**src/rtl/count_1596_pkg.sv**
```systemverilog
// Shared types and constants for the count_1596 sweep sequencer.
package count_1596_pkg;

  localparam int unsigned CNT_W = 10;

  // Counter direction encoding as seen on cnt_updn.
  localparam logic UP   = 1'b0;
  localparam logic DOWN = 1'b1;

  typedef enum logic [2:0] {
    IDLE,
    LOAD,
    RUN,
    DWELL,
    FINISH
  } seq_state_t;

endpackage

```
**src/rtl/count_1596_seq.sv**
```systemverilog
// Sweep sequencer for count_1596: single or triangle sweeps between lo and hi with endpoint dwell.
module count_1596_seq
  import count_1596_pkg::*;
#(
  parameter int unsigned WIDTH   = CNT_W,
  parameter int unsigned DWELL_W = 8,
  parameter int unsigned SWEEP_W = 8
) (
  input  logic               clk5m,
  input  logic               rst_n,
  input  logic               start,
  input  logic               abort,
  input  logic               mode,
  input  logic               dir_init,
  input  logic [WIDTH-1:0]   lo_val,
  input  logic [WIDTH-1:0]   hi_val,
  input  logic [DWELL_W-1:0] dwell,
  input  logic [SWEEP_W-1:0] n_sweeps,
  input  logic [WIDTH-1:0]   cnt,
  output logic               cnt_en,
  output logic               cnt_load,
  output logic               cnt_updn,
  output logic [WIDTH-1:0]   cnt_data,
  output logic               busy,
  output logic               done,
  output logic               err
);

  seq_state_t         state_q, state_d;
  logic               mode_q, mode_d;
  logic               dir_q, dir_d;
  logic [WIDTH-1:0]   lo_q, lo_d;
  logic [WIDTH-1:0]   hi_q, hi_d;
  logic [WIDTH-1:0]   spt_q, spt_d;
  logic [DWELL_W-1:0] dwell_q, dwell_d;
  logic [DWELL_W-1:0] dcnt_q, dcnt_d;
  logic [SWEEP_W-1:0] nsw_q, nsw_d;
  logic [SWEEP_W-1:0] swc_q, swc_d;
  logic               err_q, err_d;
  logic [WIDTH-1:0]   target;
  logic               end_sweep;

  // The target endpoint follows the current direction, so toggling dir_q swaps it.
  assign target = (dir_q == DOWN) ? lo_q : hi_q;

  // Next-state logic: program capture, sweep/dwell sequencing and the end-of-sweep decision.
  always_comb begin
    state_d   = state_q;
    mode_d    = mode_q;
    dir_d     = dir_q;
    lo_d      = lo_q;
    hi_d      = hi_q;
    spt_d     = spt_q;
    dwell_d   = dwell_q;
    dcnt_d    = dcnt_q;
    nsw_d     = nsw_q;
    swc_d     = swc_q;
    err_d     = err_q;
    end_sweep = 1'b0;

    unique case (state_q)
      IDLE: begin
        if (start && !abort) begin
          if (lo_val > hi_val) begin
            err_d = 1'b1;
          end else begin
            err_d   = 1'b0;
            mode_d  = mode;
            dir_d   = dir_init;
            lo_d    = lo_val;
            hi_d    = hi_val;
            spt_d   = (dir_init == DOWN) ? hi_val : lo_val;
            dwell_d = dwell;
            nsw_d   = n_sweeps;
            swc_d   = n_sweeps;
            state_d = LOAD;
          end
        end
      end
      LOAD: state_d = RUN;
      RUN: begin
        if (cnt == target) begin
          if (dwell_q != '0) begin
            dcnt_d  = DWELL_W'(1);
            state_d = DWELL;
          end else begin
            end_sweep = 1'b1;
          end
        end
      end
      DWELL: begin
        if (dcnt_q == dwell_q) end_sweep = 1'b1;
        else                   dcnt_d = dcnt_q + 1'b1;
      end
      FINISH:  state_d = IDLE;
      default: state_d = IDLE;
    endcase

    // Endless triangles never touch the sweep counter; counted ones stop when it reaches zero.
    if (end_sweep) begin
      if (!mode_q) begin
        state_d = FINISH;
      end else if (nsw_q == '0) begin
        dir_d   = ~dir_q;
        state_d = RUN;
      end else if (swc_q == SWEEP_W'(1)) begin
        swc_d   = '0;
        state_d = FINISH;
      end else begin
        swc_d   = swc_q - 1'b1;
        dir_d   = ~dir_q;
        state_d = RUN;
      end
    end

    if (abort && (state_q != IDLE)) state_d = IDLE;
  end

  // State and configuration registers with synchronous active-low reset.
  always_ff @(posedge clk5m) begin
    if (!rst_n) begin
      state_q <= IDLE;
      mode_q  <= 1'b0;
      dir_q   <= 1'b0;
      lo_q    <= '0;
      hi_q    <= '0;
      spt_q   <= '0;
      dwell_q <= '0;
      dcnt_q  <= '0;
      nsw_q   <= '0;
      swc_q   <= '0;
      err_q   <= 1'b0;
    end else begin
      state_q <= state_d;
      mode_q  <= mode_d;
      dir_q   <= dir_d;
      lo_q    <= lo_d;
      hi_q    <= hi_d;
      spt_q   <= spt_d;
      dwell_q <= dwell_d;
      dcnt_q  <= dcnt_d;
      nsw_q   <= nsw_d;
      swc_q   <= swc_d;
      err_q   <= err_d;
    end
  end

  // Counter controls; abort masks enable and load in its own cycle so the counter freezes at once.
  always_comb begin
    cnt_en   = (state_q == RUN) && (cnt != target) && !abort;
    cnt_load = (state_q == LOAD) && !abort;
  end

  assign cnt_updn = dir_q;
  assign cnt_data = spt_q;
  assign busy     = (state_q != IDLE);
  assign done     = (state_q == FINISH);
  assign err      = err_q;

endmodule

```
**config.mk**
```make
export PLATFORM = sky130hd
export DESIGN_NAME = count_1596_seq
export DESIGN_NICKNAME = d
export VERILOG_FILES = /design/src/rtl/count_1596_pkg.sv /design/src/rtl/count_1596_seq.sv
export SDC_FILE = /design/constraint.sdc
export NUM_CORES = 1
export LEC_CHECK = 0
export CAP_MARGIN = 20
export CORE_UTILIZATION = 40
export CTS_CLUSTER_SIZE = 14
export DETAILED_ROUTE_END_ITERATION = 7
export SYNTH_ARGS = -nofsm -noshare
export SYNTH_HDL_FRONTEND = slang
export SYNTH_SLANG_ARGS = --single-unit
```
**constraint.sdc**
```tcl
create_clock -name clk5m -period 6.4 [get_ports clk5m]
set_input_delay 1.28 -clock clk5m [delete_from_list [all_inputs] [get_ports clk5m]]
set_output_delay 1.28 -clock clk5m [all_outputs]
set_load 0.03 [all_outputs]
```
==> reports/summary.md, run 1 <==
The largest incremental delay on the critical path was 590 ps; the max-cap violation count was 0. The share of the clock period used by the worst path after layout was 70.8%. For the part of the power in combinational logic, the log shows 19.4%. The floorplan die width came out at 97.9 um. The tools report the number of cell rows as 34. The number of cells on the worst reg-to-reg path works out to 6.

The average cell area after synthesis works out to 8.21 sq um. The logs give 0.297 mW for the net switching power and 456 ps for the worst slack on hold paths. The average vias per placed instance came out at 5.46.

The final layout contains routed wiring with a total length of 9380 um. The post-route DRC violation count is 2, and the total design power is 1.02 mW. At the end of routability-driven placement, the weighted congestion stood at 0.782. The critical path data arrival time is 3250 ps, and the first-pass GRT wire length is 15,800 um.

STA puts the critical path data required time at 5120 ps. The summed area of non-filler cells in the final layout was 4620 sq um; the first-iteration detailed-routing DRC count was 137. The logs give 1870 ps for the setup slack of the critical path after layout and 2 for the worst-case clock buffer depth.

The setup path with the least slack is of type in2out. The number of buffers inserted by port buffering came out at 67. The number of buffers added for setup after CTS came out at 0. The endpoint identified for the worst register-to-register timing path is dcnt_q[6]. The accumulated negative setup slack was 0 ps; the number of cells on the worst hold path was 2. The distinct cell type count after synthesis is 47, and the clock latency on the worst-skew pair is 350 ps. Setup slack on the worst reg-to-reg path comes out at 3590 ps. The max-slew violation count was 0; the final net count was 571. Including well taps, the total number of placed cells is 602. The kind of path behind the tightest hold check is reg2reg. TritonCTS built the clock tree.

Across the routed clock network, the largest skew measured is 8.85 ps. The flow ran to the end, but the final reports show violations. In this run the worst setup path terminates at cnt_en. The slowest cell on the critical path is sky130_fd_sc_hd__clkdlybuf4s50_1. Of the total power, the share spent switching nets is 29.0%. The share of layout cells above drive strength 1 was 5.87%.

The cell sitting at the root of the clock tree is a sky130_fd_sc_hd__clkbuf_8. At the placement stage, the worst setup path has a slack of 1860 ps. The checks that failed: design-rule violations. The minimum clock period after layout is 4530 ps. Along the worst path, the maximum fanout reaches 6. The run gives 6670 um as the detailed placer's ending HPWL. The tools report the worst reg2reg path startpoint as cnt_updn. After clock tree synthesis, the flow added hold-fix buffers numbering 0. The run gives 68 as the sink count of the clock tree. Walking the worst path, the cells encountered are clkdlybuf4s50_1 -> xnor2_1 -> nor4_4 -> and3_1 -> nor3_1 -> clkdlybuf4s50_1. After global routing the overflow that remains totals 0.

The total power divided by cell area is 222 nW/um^2, and the maximum operating frequency is 0.221 GHz. Setup repair after global routing left no endpoint under its margin. The tools report the global-route total usage across every layer as 20.7%.

In this run the most critical hold path is launched from hi_q[2]. Internal power comes to 0.726 mW. Counting stages on the worst path, the most repeated cell is sky130_fd_sc_hd__clkdlybuf4s50_1. CTS built an H-tree with a depth of 3.

VDD sags by at most 0.000106 V. From bottom edge to top edge, the die measures 97.9 um. The total of endpoints with negative setup slack in the final report came out at 0.

Number of instances in the synthesized netlist: 448. The worst setup path is captured at an output port. Counting flops with a built-in enable in the synthesized netlist gives 0. The clock-pin slew reported for the worst setup and hold paths after clock tree synthesis was 70 ps. The worst setup path is launched from a primary input.

Of all flip-flops after synthesis, the portion carrying an async set or reset was 0%. The logs give 8810 sq um for the core outline area and 68 for the top-level I/O count. For this run, the register share of the synthesized area comes to 37.0%. After clock tree synthesis, the repair step resized 0 gates.

The part of the total power dissipated in the clock network is 35.5%. After detailed placement, the total cell area comes to 4390 sq um. Once detail routing completed, the nets flagged for antenna violations numbered 0. The number of detailed-routing iterations run before antenna repair is 6. After synthesis the cells add up to 3680 sq um.

The via count of the first global-routing pass was 3,250. Final standard cell count with taps included and fillers excluded: 619. The tools report the number of nets in the synthesized netlist as 513. The maximum number of pins on one net before global-route repair is 60. Counting the buffers created by CTS gives 9.

For the yosys synthesis warning count, the log shows 0. Starting density of the core: 41.8%. The die covers 9590 sq um. In the synthesized netlist the dominant register cell turns out to be sky130_fd_sc_hd__dfxtp_1. The layout-stage area growth over the synthesis result is 25.5%, and the routed via count is 3,381. The count of inserted antenna diode cells came out at 0.

The post-layout utilization of the core was 52.4%. The number of failing hold endpoints at the final stage was 0. The remaining max-slew budget at the tightest pin is 50.5%. The routed length per placed instance was 15.2 um; the part of the total power dissipated in sequential elements was 45.1%. The initial antenna violation count is 0.

In this run, synthesis produced a sequential element count of 68. For the pin with the worst max-slew slack, the measured transition is 742 ps. Leakage power total: 1.75 nW. The origin of the worst setup path was cnt[1].
[synthesized netlist by cell type, types with 2 or more instances]
master | instances | area share [%]
sky130_fd_sc_hd__a2111o_1 | 4 | 1.2
sky130_fd_sc_hd__a211oi_1 | 13 | 2.7
sky130_fd_sc_hd__a21boi_1 | 5 | 1.0
sky130_fd_sc_hd__a21oi_1 | 54 | 7.3
sky130_fd_sc_hd__a311oi_1 | 8 | 1.9
sky130_fd_sc_hd__and2_1 | 4 | 0.68
sky130_fd_sc_hd__and3_1 | 7 | 1.2
sky130_fd_sc_hd__and4_1 | 6 | 1.4
sky130_fd_sc_hd__buf_2 | 3 | 0.41
sky130_fd_sc_hd__buf_6 | 3 | 0.92
sky130_fd_sc_hd__clkbuf_1 | 16 | 1.6
sky130_fd_sc_hd__dfxtp_1 | 68 | 37
sky130_fd_sc_hd__ha_1 | 13 | 4.4
sky130_fd_sc_hd__inv_1 | 18 | 1.8
sky130_fd_sc_hd__mux2_2 | 2 | 0.61
sky130_fd_sc_hd__mux2i_1 | 21 | 5.7
sky130_fd_sc_hd__nand2_1 | 96 | 9.8
sky130_fd_sc_hd__nand3_1 | 8 | 1.1
sky130_fd_sc_hd__nand4_1 | 3 | 0.51
sky130_fd_sc_hd__nor2_1 | 25 | 2.6
sky130_fd_sc_hd__nor3_1 | 5 | 0.68
sky130_fd_sc_hd__nor4_1 | 7 | 1.2
sky130_fd_sc_hd__nor4_4 | 2 | 1.2
sky130_fd_sc_hd__o2111ai_1 | 2 | 0.48
sky130_fd_sc_hd__o211ai_1 | 2 | 0.41
sky130_fd_sc_hd__o21a_1 | 4 | 0.82
sky130_fd_sc_hd__o21ai_0 | 4 | 0.54
sky130_fd_sc_hd__o21ai_1 | 4 | 0.54
sky130_fd_sc_hd__or4_1 | 3 | 0.61
sky130_fd_sc_hd__xnor2_1 | 13 | 3.1
sky130_fd_sc_hd__xor2_1 | 9 | 2.1
[layer usage]
layer  vias up  global-route usage (%)  wire (um)
met4         0                    6.64        125
met1      1582                    28.2       4500
met2        83                    32.2       4230
met5         -                       0          0
met3        10                    4.65        528
li1       1706                       -          -
[cells by family (layout without fill, tap and decap cells)]
group	Yosys count	count (layout)	synth area share, %
AND/OR/NAND/NOR	174	174	23.1
AO/OA/AOI/OAI	107	107	19.0
flip-flops	68	68	37.0
buffers and inverters	41	104	4.90
multiplexers	23	23	6.32
XOR/XNOR	22	22	5.24
adder cells (fa/ha/maj)	13	13	4.42
[power by group through the flow]
stage / registers [mW] / clock network [mW] / logic (mW)
final: 0.461 / 0.363 / 0.198
after global routing: 0.465 / 0.394 / 0.219
after CTS: 0.462 / 0.373 / 0.198
after detailed placement: 0.471 / 0 / 0.196
after global placement: 0.471 / 0 / 0.194
after floorplan: 0.476 / 0 / 0.114
[area by class of cell]
cell class	instances	area [sq um]
multi-input combinational	339	2140
fill	856	4190
clock buffer	10	138
inverter	18	67.6
sequential	68	1360
timing repair buffer	70	713
clock inverter	6	63.8
tap	108	135
[sequential cells by signal, indices dropped and copies added (netlist names)]
signal and cells:
nsw_q 8, mode_q 1, state_q 3, cnt_updn 1
dcnt_q 8, cnt_data 10, lo_q 10, hi_q 10
err 1, swc_q 8, dwell_q 8
[worst max-delay path: cells and delay by family]
| family | cells | cell delay, ps |
|---|---|---|
| and+or+nand+nor | 3 | 770 |
| xor gates and xnor gates | 1 | 170 |
| buffers and inverters | 2 | 1030 |
[how the worst min path moves through the flow]
stage                         end
after CTS                 hi_q[2]
after global placement    lo_q[5]
after global routing      hi_q[8]
final                     hi_q[2]
after floorplan           hi_q[0]
after detailed placement  hi_q[2]
[placed cells by master (no fill, tap or decap), drive strengths merged, types with 5 or more instances in the layout]
cell type | Yosys | layout
a211oi | 13 | 13
a21boi | 5 | 5
a21oi | 54 | 54
a311oi | 8 | 8
and3 | 7 | 7
and4 | 6 | 6
clkbuf | 16 | 10
clkdlybuf4s50 | 0 | 67
dfxtp | 68 | 68
ha | 13 | 13
inv | 18 | 18
mux2i | 21 | 21
nand2 | 96 | 96
nand3 | 8 | 8
nor2 | 25 | 25
nor3 | 5 | 5
nor4 | 9 | 9
o21ai | 9 | 9
xnor2 | 13 | 13
xor2 | 9 | 9
(Power assumes the default switching activity.)
==> inputs of run 2 (changes only) <==
Settings changed: PLACE_DENSITY set to 0.66.
Clock period 6.4 ns to 3.8 ns, I/O delays scaled along.
==> run 2 against run 1 <==
  * The run still ends with design-rule violations left
  * Global-route usage is 0.28 points lower
  * Sequential share of layout area hardly changed
  * Hold slack worse by 2.7 ps
  * Combinational power is 75% higher
  * Register-to-register slack worse by 2300 ps
  * Clock skew is 2.9 ps higher
  * Critical path depth stayed put
  * Sequential power is 67% higher
  * Core utilization is 0.057 points higher
  * Final cell count is 0.65% higher
  * First-iteration DRC count is 4.4% higher
  * Die area stayed put
==> reports/summary.md, run 2 (same netlist as run 1, synthesis figures left out) <==
The flow ran to the end, but the final reports show violations. The checks that failed: design-rule violations. The total power divided by cell area came out at 366 nW/um^2. The minimum clock period after layout came out at 3500 ps. The max-cap violation count is 0.

The worst register-to-register path begins at cnt_updn. The number of failing hold endpoints at the final stage was 0. The largest incremental delay on the critical path was 590 ps.

In this run the worst path has a maximum fanout of 6. TritonCTS built the clock tree. The logs give 299 ps for the setup slack of the critical path after layout and 575 for the final net count. Adding up every negative setup slack in the final design gives 0 ps.

The first global-routing pass estimated 15,700 um of wire. The number of cells on the worst reg-to-reg path was 7. In the layout the commonest cells are sky130_fd_sc_hd__nand2_1, sky130_fd_sc_hd__dfxtp_1, sky130_fd_sc_hd__clkdlybuf4s50_1. The routed length per placed instance came out at 15.1 um.

In this run the static leakage power is 1.76 nW. Setup violations remaining at the end of the flow were counted as 0. For this design, the slowest cell found on the critical path is sky130_fd_sc_hd__clkdlybuf4s50_1.

The final worst clock skew was 11.7 ps; the placed instance area was 4440 sq um. The global-route total usage across every layer came out at 20.4%. The share of layout cells above drive strength 1 works out to 6.21%. The max-slew violation count was 0; the number of detailed-routing iterations run before antenna repair was 6. The worst-case clock buffer depth was 2. By instance count, the cell type seen most on the critical path is sky130_fd_sc_hd__clkdlybuf4s50_1. The number of buffers added for setup after CTS was 0; the first-iteration detailed-routing DRC count was 143.

Summed over all layers, the routed wires come to 9380 um. The cts-stage hold buffer count is 0, and the H-tree level count is 3. The full die area is 9590 sq um. Along the worst hold path, the cell count comes to 2. After routing the design area is 4620 sq um. At the worst endpoint, the arrival time is 2740 ps. The endpoint of the worst register-to-register path was dcnt_q[6].

The register-to-register setup slack was 1250 ps. The tightest min-delay check is of the reg2reg type. Relative to the synthesized area, the layout overhead comes to 25.6%. CTS placed an instance of sky130_fd_sc_hd__clkbuf_8 at the clock tree root.

The logs give 8810 sq um for the core outline area and 0 for the number of cells upsized or downsized after cts. Using the TritonRoute via totals, the vias-per-cell ratio works out to 5.40. Broken down by cell family, the worst path's largest delay share belongs to buffers and inverters. The worst setup path is launched from a primary input. Global routing finished with a remaining overflow of 0. Setup repair after global routing left no endpoint under its margin. For hold timing, the worst endpoint is lo_q[6].

The fill cell total of the finished layout was 821; the worst slack on hold paths was 453 ps. STA classifies the critical path endpoint as an output port. Area of the multi-input gates: 2140 sq um. Port buffering added 67 buffers. In the routed design, unresolved DRC markers number 3.

Routability-driven placement finished with a final weighted congestion of 0.806. The number of buffers and inverters on the critical path came out at 2. The initial utilization of the core area, before any placement, comes to 41.8%.

The sequential cell area is 1360 sq um, and the number of cell rows is 34. The initial antenna violation count was 0; the remaining max-slew budget at the tightest pin was 50.1%. The clock reaches the later pin of the worst-skew pair after 350 ps. In the finished design, the share of the clock period the worst path needs comes to 92.1%. For the pin with the worst max-slew slack, the measured transition is 745 ps. The logs give 0 for the count of inserted antenna diode cells and 3,223 for the via count of the first global-routing pass. At the placement stage, the worst setup path has a slack of 310 ps.

The remaining number of nets flagged by the antenna check after routing came out at 0. The maximum vdd drop is 0.000228 V, and the routed via count is 3,366. The maximum operating frequency came out at 0.286 GHz. Maximum number of pins on one net before global-route repair: 59. Buffers inserted during clock tree synthesis total 9. The clock net in this run drives a total of 68 sinks. Measured along the y axis, the die boundary spans 97.9 um.

Floorplan die width: 97.9 um. The library cell used most frequently in the layout, excluding fill and tap cells, is sky130_fd_sc_hd__nand2_1. Walking the worst path, the cells encountered are clkdlybuf4s50_1 -> xnor2_1 -> nor4_4 -> and3_1 -> nor3_1 -> clkdlybuf4s50_1. The worst hold path begins at lo_q[6].

The classification of the worst setup path was in2out. The wire-length estimate of the detail-placed layout is 6830 um. The clock-pin slew reported for the worst setup and hold paths after clock tree synthesis works out to 70 ps. For the data required time of the worst path, the log shows 3040 ps. Pin placement for this block handled 68 I/O pins.
==> run 2: cell types whose count changed in the layout (fill, tap and decap cells not counted), sizes merged <==
cell,delta
clkinvlp,-1
clkbuf,+1
buf,+4
==> run 2: layer usage <==
layer | global-route usage (%) | vias to the layer above | wire [um]
li1 | - | 1712 | -
met1 | 26.6 | 1571 | 4460
met2 | 33.3 | 72 | 4340
met3 | 4.80 | 11 | 471
met4 | 6.41 | 0 | 110
met5 | 0 | - | 0
==> run 2: layout make-up <==
class                   instances  share of cell area [%]
multi-input cells             339                    46.3
flip-flops and latches         68                    29.4
repair buffers                 74                    15.9
well taps                     108                    2.92
clock buffers                  11                    2.84
inverters                      18                    1.46
clock inverters                 5                    1.14
==> run 2: through the flow <==
step	power, mW	std cells	utilization [%]
floorplan	0.994	448	-
global placement	1.12	607	50.4
detailed placement	1.13	607	50.4
CTS	1.71	623	52.5
global route	1.77	623	52.5
finish	1.69	623	52.5
==> run 2: worst max-delay path by stage <==
stage | startpoint | end | slack (ps) | cells past startpoint
after CTS | cnt_updn | cnt_en | 290 | 7
after floorplan | cnt_updn | cnt_en | 920 | 6
after detailed placement | cnt[1] | cnt_en | 310 | 6
final | cnt[1] | cnt_en | 300 | 6
after global placement | cnt[1] | cnt_en | 340 | 6
after global routing | cnt_updn | cnt_en | 200 | 7
==> run 2: worst min-delay path, delay by kind of cell (launching register included) <==
| kind | cells | cell delay, ps |
|---|---|---|
| compound gates | 1 | 50 |
| flops | 1 | 310 |
| simple gates | 1 | 50 |
==> run 2: power breakdown <==
part	switching [mW]	leakage, nW	internal, mW	total (mW)
Clock	0.276	0.0931	0.300	0.576
Combinational	0.186	1.11	0.160	0.347
Sequential	0.0233	0.553	0.746	0.770
Total	0.486	1.76	1.21	1.69
